$ cat src/rtl/reg_file_sb.sv
// Register file with per-register busy scoreboard: two combinational read ports, one write-back port.
// Optional write-to-read forwarding is enabled by defining REG_FILE_BYPASS_EN.
module reg_file_sb #(
  parameter int DATA_WIDTH = 32,
  parameter int ADDR_WIDTH = 5
) (
  input  logic                  clk,
  input  logic                  rst_n,
  input  logic [ADDR_WIDTH-1:0] raddr1,
  input  logic [ADDR_WIDTH-1:0] raddr2,
  output logic [DATA_WIDTH-1:0] rdata1,
  output logic [DATA_WIDTH-1:0] rdata2,
  output logic                  rbusy1,
  output logic                  rbusy2,
  input  logic                  wen,
  input  logic [ADDR_WIDTH-1:0] waddr,
  input  logic [DATA_WIDTH-1:0] wdata,
  input  logic                  iss_en,
  input  logic [ADDR_WIDTH-1:0] iss_addr,
  input  logic                  flush
);

  localparam int DEPTH = 2 ** ADDR_WIDTH;

  // Every entry must clear asynchronously, so storage is a flop array rather than block RAM.
  logic [DATA_WIDTH-1:0] rf_reg [DEPTH];
  logic [DEPTH-1:0]      busy_reg;
  logic [DEPTH-1:0]      busy_next;

  logic [ADDR_WIDTH-1:0] raddr_v [2];
  logic [DATA_WIDTH-1:0] rdata_v [2];
  logic                  rbusy_v [2];

  always_ff @(posedge clk or negedge rst_n) begin
    if (!rst_n) begin
      for (int i = 0; i < DEPTH; i++) begin
        rf_reg[i] <= '0;
      end
    end else begin
      for (int i = 1; i < DEPTH; i++) begin
        if (wen && (waddr == ADDR_WIDTH'(i))) begin
          rf_reg[i] <= wdata;
        end
      end
    end
  end

  // Flush beats issue, issue beats write-back: a new producer keeps the register busy.
  genvar gi;
  generate
    for (gi = 0; gi < DEPTH; gi++) begin : g_busy
      if (gi == 0) begin : g_zero
        assign busy_next[gi] = 1'b0;
      end else begin : g_reg
        assign busy_next[gi] = flush                                         ? 1'b0 :
                               (iss_en && (iss_addr == ADDR_WIDTH'(gi)))     ? 1'b1 :
                               (wen && (waddr == ADDR_WIDTH'(gi)))           ? 1'b0 :
                                                                               busy_reg[gi];
      end
    end
  endgenerate

  always_ff @(posedge clk or negedge rst_n) begin
    if (!rst_n) begin
      busy_reg <= '0;
    end else begin
      busy_reg <= busy_next;
    end
  end

  assign raddr_v[0] = raddr1;
  assign raddr_v[1] = raddr2;

  generate
    for (gi = 0; gi < 2; gi++) begin : g_rport
      logic [DATA_WIDTH-1:0] stored_data;
      assign stored_data = (raddr_v[gi] == '0) ? '0 : rf_reg[raddr_v[gi]];
`ifdef REG_FILE_BYPASS_EN
      logic byp;
      assign byp         = wen && (waddr != '0) && (raddr_v[gi] == waddr);
      assign rdata_v[gi] = byp ? wdata : stored_data;
      // A forwarded value is ready unless another issue to the same register lands this cycle.
      assign rbusy_v[gi] = byp ? (iss_en && (iss_addr == waddr)) : busy_reg[raddr_v[gi]];
`else
      assign rdata_v[gi] = stored_data;
      assign rbusy_v[gi] = busy_reg[raddr_v[gi]];
`endif
    end
  endgenerate

  assign rdata1 = rdata_v[0];
  assign rdata2 = rdata_v[1];
  assign rbusy1 = rbusy_v[0];
  assign rbusy2 = rbusy_v[1];

endmodule

$ cat config.mk
export PLATFORM = sky130hd
export DESIGN_NAME = reg_file_sb
export DESIGN_NICKNAME = d
export VERILOG_FILES = /design/src/rtl/reg_file_sb.sv
export SDC_FILE = /design/constraint.sdc
export NUM_CORES = 2
export LEC_CHECK = 0
export ABC_AREA = 1
export BUFFER_PORTS_ARGS = -buffer_cell sky130_fd_sc_hd__buf_2
export CORE_MARGIN = 2
export CORE_UTILIZATION = 40
export DETAILED_ROUTE_END_ITERATION = 12
export SLEW_MARGIN = 20
export SYNTH_ARGS = -nofsm -noshare
export SYNTH_HDL_FRONTEND = slang
export SYNTH_SLANG_ARGS = --single-unit
$ cat constraint.sdc
create_clock -name clk -period 1.7 [get_ports clk]
set_clock_uncertainty 0.2 [all_clocks]
set_input_delay 0.085 -clock clk [delete_from_list [all_inputs] [get_ports clk]]
set_output_delay 0.085 -clock clk [all_outputs]
set_load 0.03 [all_outputs]
==> metrics.md <==
| Metric | Value |
|---|---|
| Run status | finished, violations left |
| Failing checks | negative setup slack |
| Drt drc | 0 |
| Slew HR | 35.72% |
| Share of the synthesized area in the top cell type | 42.66% |
| DP HPWL | 157600 um |
| Final ANT Viol Nets | 0 |
| Unrepaired setup endpoints after global routing | true |
| WP data arrival | 2.07 ns |
| Critical path data required time | 1.41 ns |
| Row Count | 142 |
| Number of global-route vias before repair | 58290 |
| Syn Area/Cell | 6.496 um^2 |
| Post-synth EDFFs | 0 |
| Crit. End Element | output pin |
| Warnings, synthesis | 32 |
| Number of library cell types mapped by synthesis | 20 |
| Global-route wire length before repair | 375300 um |
| Vias per cell | 5.513 |
| Count of final setup violators | 66 |
| Total GRT Usage | 32.40% |
| Area contributors post-synth | dfrtp_1, nand2_1, nand3_1 |
| Post-route cell area | 75440 um^2 |
| CTS root buffer | clkbuf_16 |
| Final Cycle Share | 138.4% |
| Area grow syn2layout | 25.71% |
| Final Hold Fails | 0 |
| Final wirelength | 253700 um |
| Starting Density | 40.16% |
| TritonCTS clock tree | done |
| Hold Crit Class | in -> reg |
| Setup ws final | -0.6530 ns |
| Number of clock sinks | 1023 |
| Reg clk slew, reported paths | 0.07 ns |
| Number of buffers created by CTS | 115 |
| Pre-antenna DRT Iters | 8 |
| Layout fillers | 14660 |
| Post-Synthesis Cells | 9238 |
| CP startpoint kind | flop |
| Grt ovf | 0 |
| CTS H-tree depth | 3 |
| Dpl cells | 11230 |
| Crit-path max FO | 2 |
| Worst-skew pair later-pin latency | 0.73 ns |
| DRT iter0 DRCs | 8498 |
| Max-cap viol count | 0 |
| Fin. max-slew vios | 0 |
| Via count | 63920 |
| Final Critical Period | 2.353 ns |
| Non-filler cells, final | 11600 |
| Pwr/cell area | 1050 nW/um^2 |
| PortBufs | 122 |
| Largest net degree at the start of global routing | 103 |
| Die Height | 391.3 um |
| Sequential area share after synthesis | 42.66% |
| Placement Cell Area | 67960 um^2 |
| Crit Path Class | reg -> out |
| Number of synthesized register bits | 1023 |
| Max FFs per register | 992 |
| Synth cell count leaders | nand2_1, nand3_1, dfrtp_1 |
| Placer Congestion | 0.9176 |
| Worst-margin pin slew | 0.9606 ns |
| Die X | 391.3 um |
| I/O pin cnt | 123 |
| Maximum root-to-sink buffer count | 3 |
| Main synth FF type | dfrtp_1 |
| Core area | 149400 um^2 |
| WL per Instance | 21.88 um |
| Top-count cell post-synth | nand2_1 |
| Synthesized net count | 9295 |
| Initial antenna violation count | 3 |
| Nets@finish | 9536 |
| Worst IR Drop VDD | 0.9795 mV |
| Biggest area consumer among synthesized cells | dfrtp_1 |
| Fraction of registers with async set/reset | 100.0% |
| Pre-CTS setup slack | -0.6368 ns |
| Share of layout cells above drive strength 1 | 15.86% |
| FMAX | 425.0 MHz |
| Leakage | 38.34 nW |
| Post-Syn Area | 60010 um^2 |
| Die area | 153100 um^2 |
-- worst max-delay path: stages (launching register included) --
cell	delay (ns)
dfrtp_1	0.39
inv_2	0.07
nand2_2	0.05
nand3_2	0.07
nand2_2	0.06
nand2_2	0.06
nand2_1	0.06
inv_1	0.06
nand2_2	0.05
nand2_2	0.07
nand2_2	0.08
buf_12	0.15
buf_8	0.13
-- power breakdown --
part / internal [mW] / switching (mW)
Combinational: 7.77 / 11.4
Clock: 16.8 / 11.1
Sequential: 28.8 / 3.41
Total: 53.3 / 25.9
-- kinds of logic (layout without fill, tap and decap cells) --
logic type | after synthesis | count (layout) | share of synthesized area (%)
compound gates | 1217 | 1217 | 10.15
buf+inv | 1608 | 1946 | 10.94
flops | 1023 | 1023 | 42.66
other cells | 0 | 4 | 0
simple gates | 5390 | 5390 | 36.26
-- placed cells by master (no fill, tap or decap), types with 5 or more instances in the layout --
master         count
clkbuf_16        118
buf_2             45
buf_8             19
dlygate4sd3_1     50
nand2_2          154
nand3_4            7
clkinv_2          19
nand2_1         3810
nand2_4           58
o21ai_0          883
o21ai_1          130
dfrtp_1         1023
buf_12           255
inv_1            769
inv_2             90
o21ai_2            5
nor2_1           154
clkbuf_8          28
nand3_1         1023
buf_6             68
nor2_4             7
clkbuf_1          15
nand3_2          168
a21oi_1          196
clkinvlp_4         8
bufinv_16         19
inv_6              5
buf_4            427
-- metal layers --
metal / wire (um) / GRT usage (%) / vias to the layer above / part of all wire, %
li1: - / - / 29300 / -
met1: 105700 / 45.65 / 30390 / 42
met2: 109400 / 48.91 / 3578 / 43
met3: 26740 / 5.669 / 656 / 11
met4: 11870 / 13.58 / 2 / 4.7
met5: 12 / 0 / - / 0.0047
-- final cells by class --
| type | instances | area (um^2) | area share [%] |
|---|---|---|---|
| Inverter | 866 | 3291 | 4.362 |
| Antenna cell | 4 | 10.01 | 0.01327 |
| Clock inverter | 53 | 808.3 | 1.071 |
| Timing Repair Buffer | 866 | 10110 | 13.40 |
| Multi-Input combinational cell | 6607 | 29700 | 39.37 |
| Tap cell | 2016 | 2522 | 3.344 |
| Sequential cell | 1023 | 25600 | 33.93 |
| Clock buffer | 161 | 3395 | 4.500 |
-- per-stage QoR --
step | power (mW) | setup TNS, ns | util [%] | hold slack (ns)
floorplan | 42.70 | 0 | - | -0.4106
global placement | 49.05 | -21.21 | 45.48 | -0.2439
detailed placement | 49.50 | -23.28 | 45.48 | -0.2416
CTS | 78.15 | -35.34 | 49.50 | -0.01213
global route | 83.30 | -39.73 | 50.48 | 0.01370
finish | 79.21 | -33.35 | 50.49 | 0.01552
-- path summary, 6_finish.rpt --
path / start / end / slack, ns / cells after the start
max: rf_reg[911] / rdata1[15] / -0.65 / 12
min: waddr[3] / rf_reg[84] / 0.02 / 6
max reg2reg: rf_reg[627] / rf_reg[627] / 0.60 / 4
min reg2reg: rf_reg[900] / rf_reg[900] / 0.28 / 2
max in group asynchronous: rst_n / rf_reg[886] / 0.18 / 6
min in group asynchronous: rst_n / rf_reg[146] / 0.25 / 4
-- repair_timing --
item | CTS | global route
setup endpoints to repair | 66 | 99
hold endpoints to repair | 2046 | 18
pin swaps | 245 | 267
hold buffers | 53 | 2
resized for setup | 389 | 284
setup buffers | 29 | 82
Power figures use the tool's default switching activity.
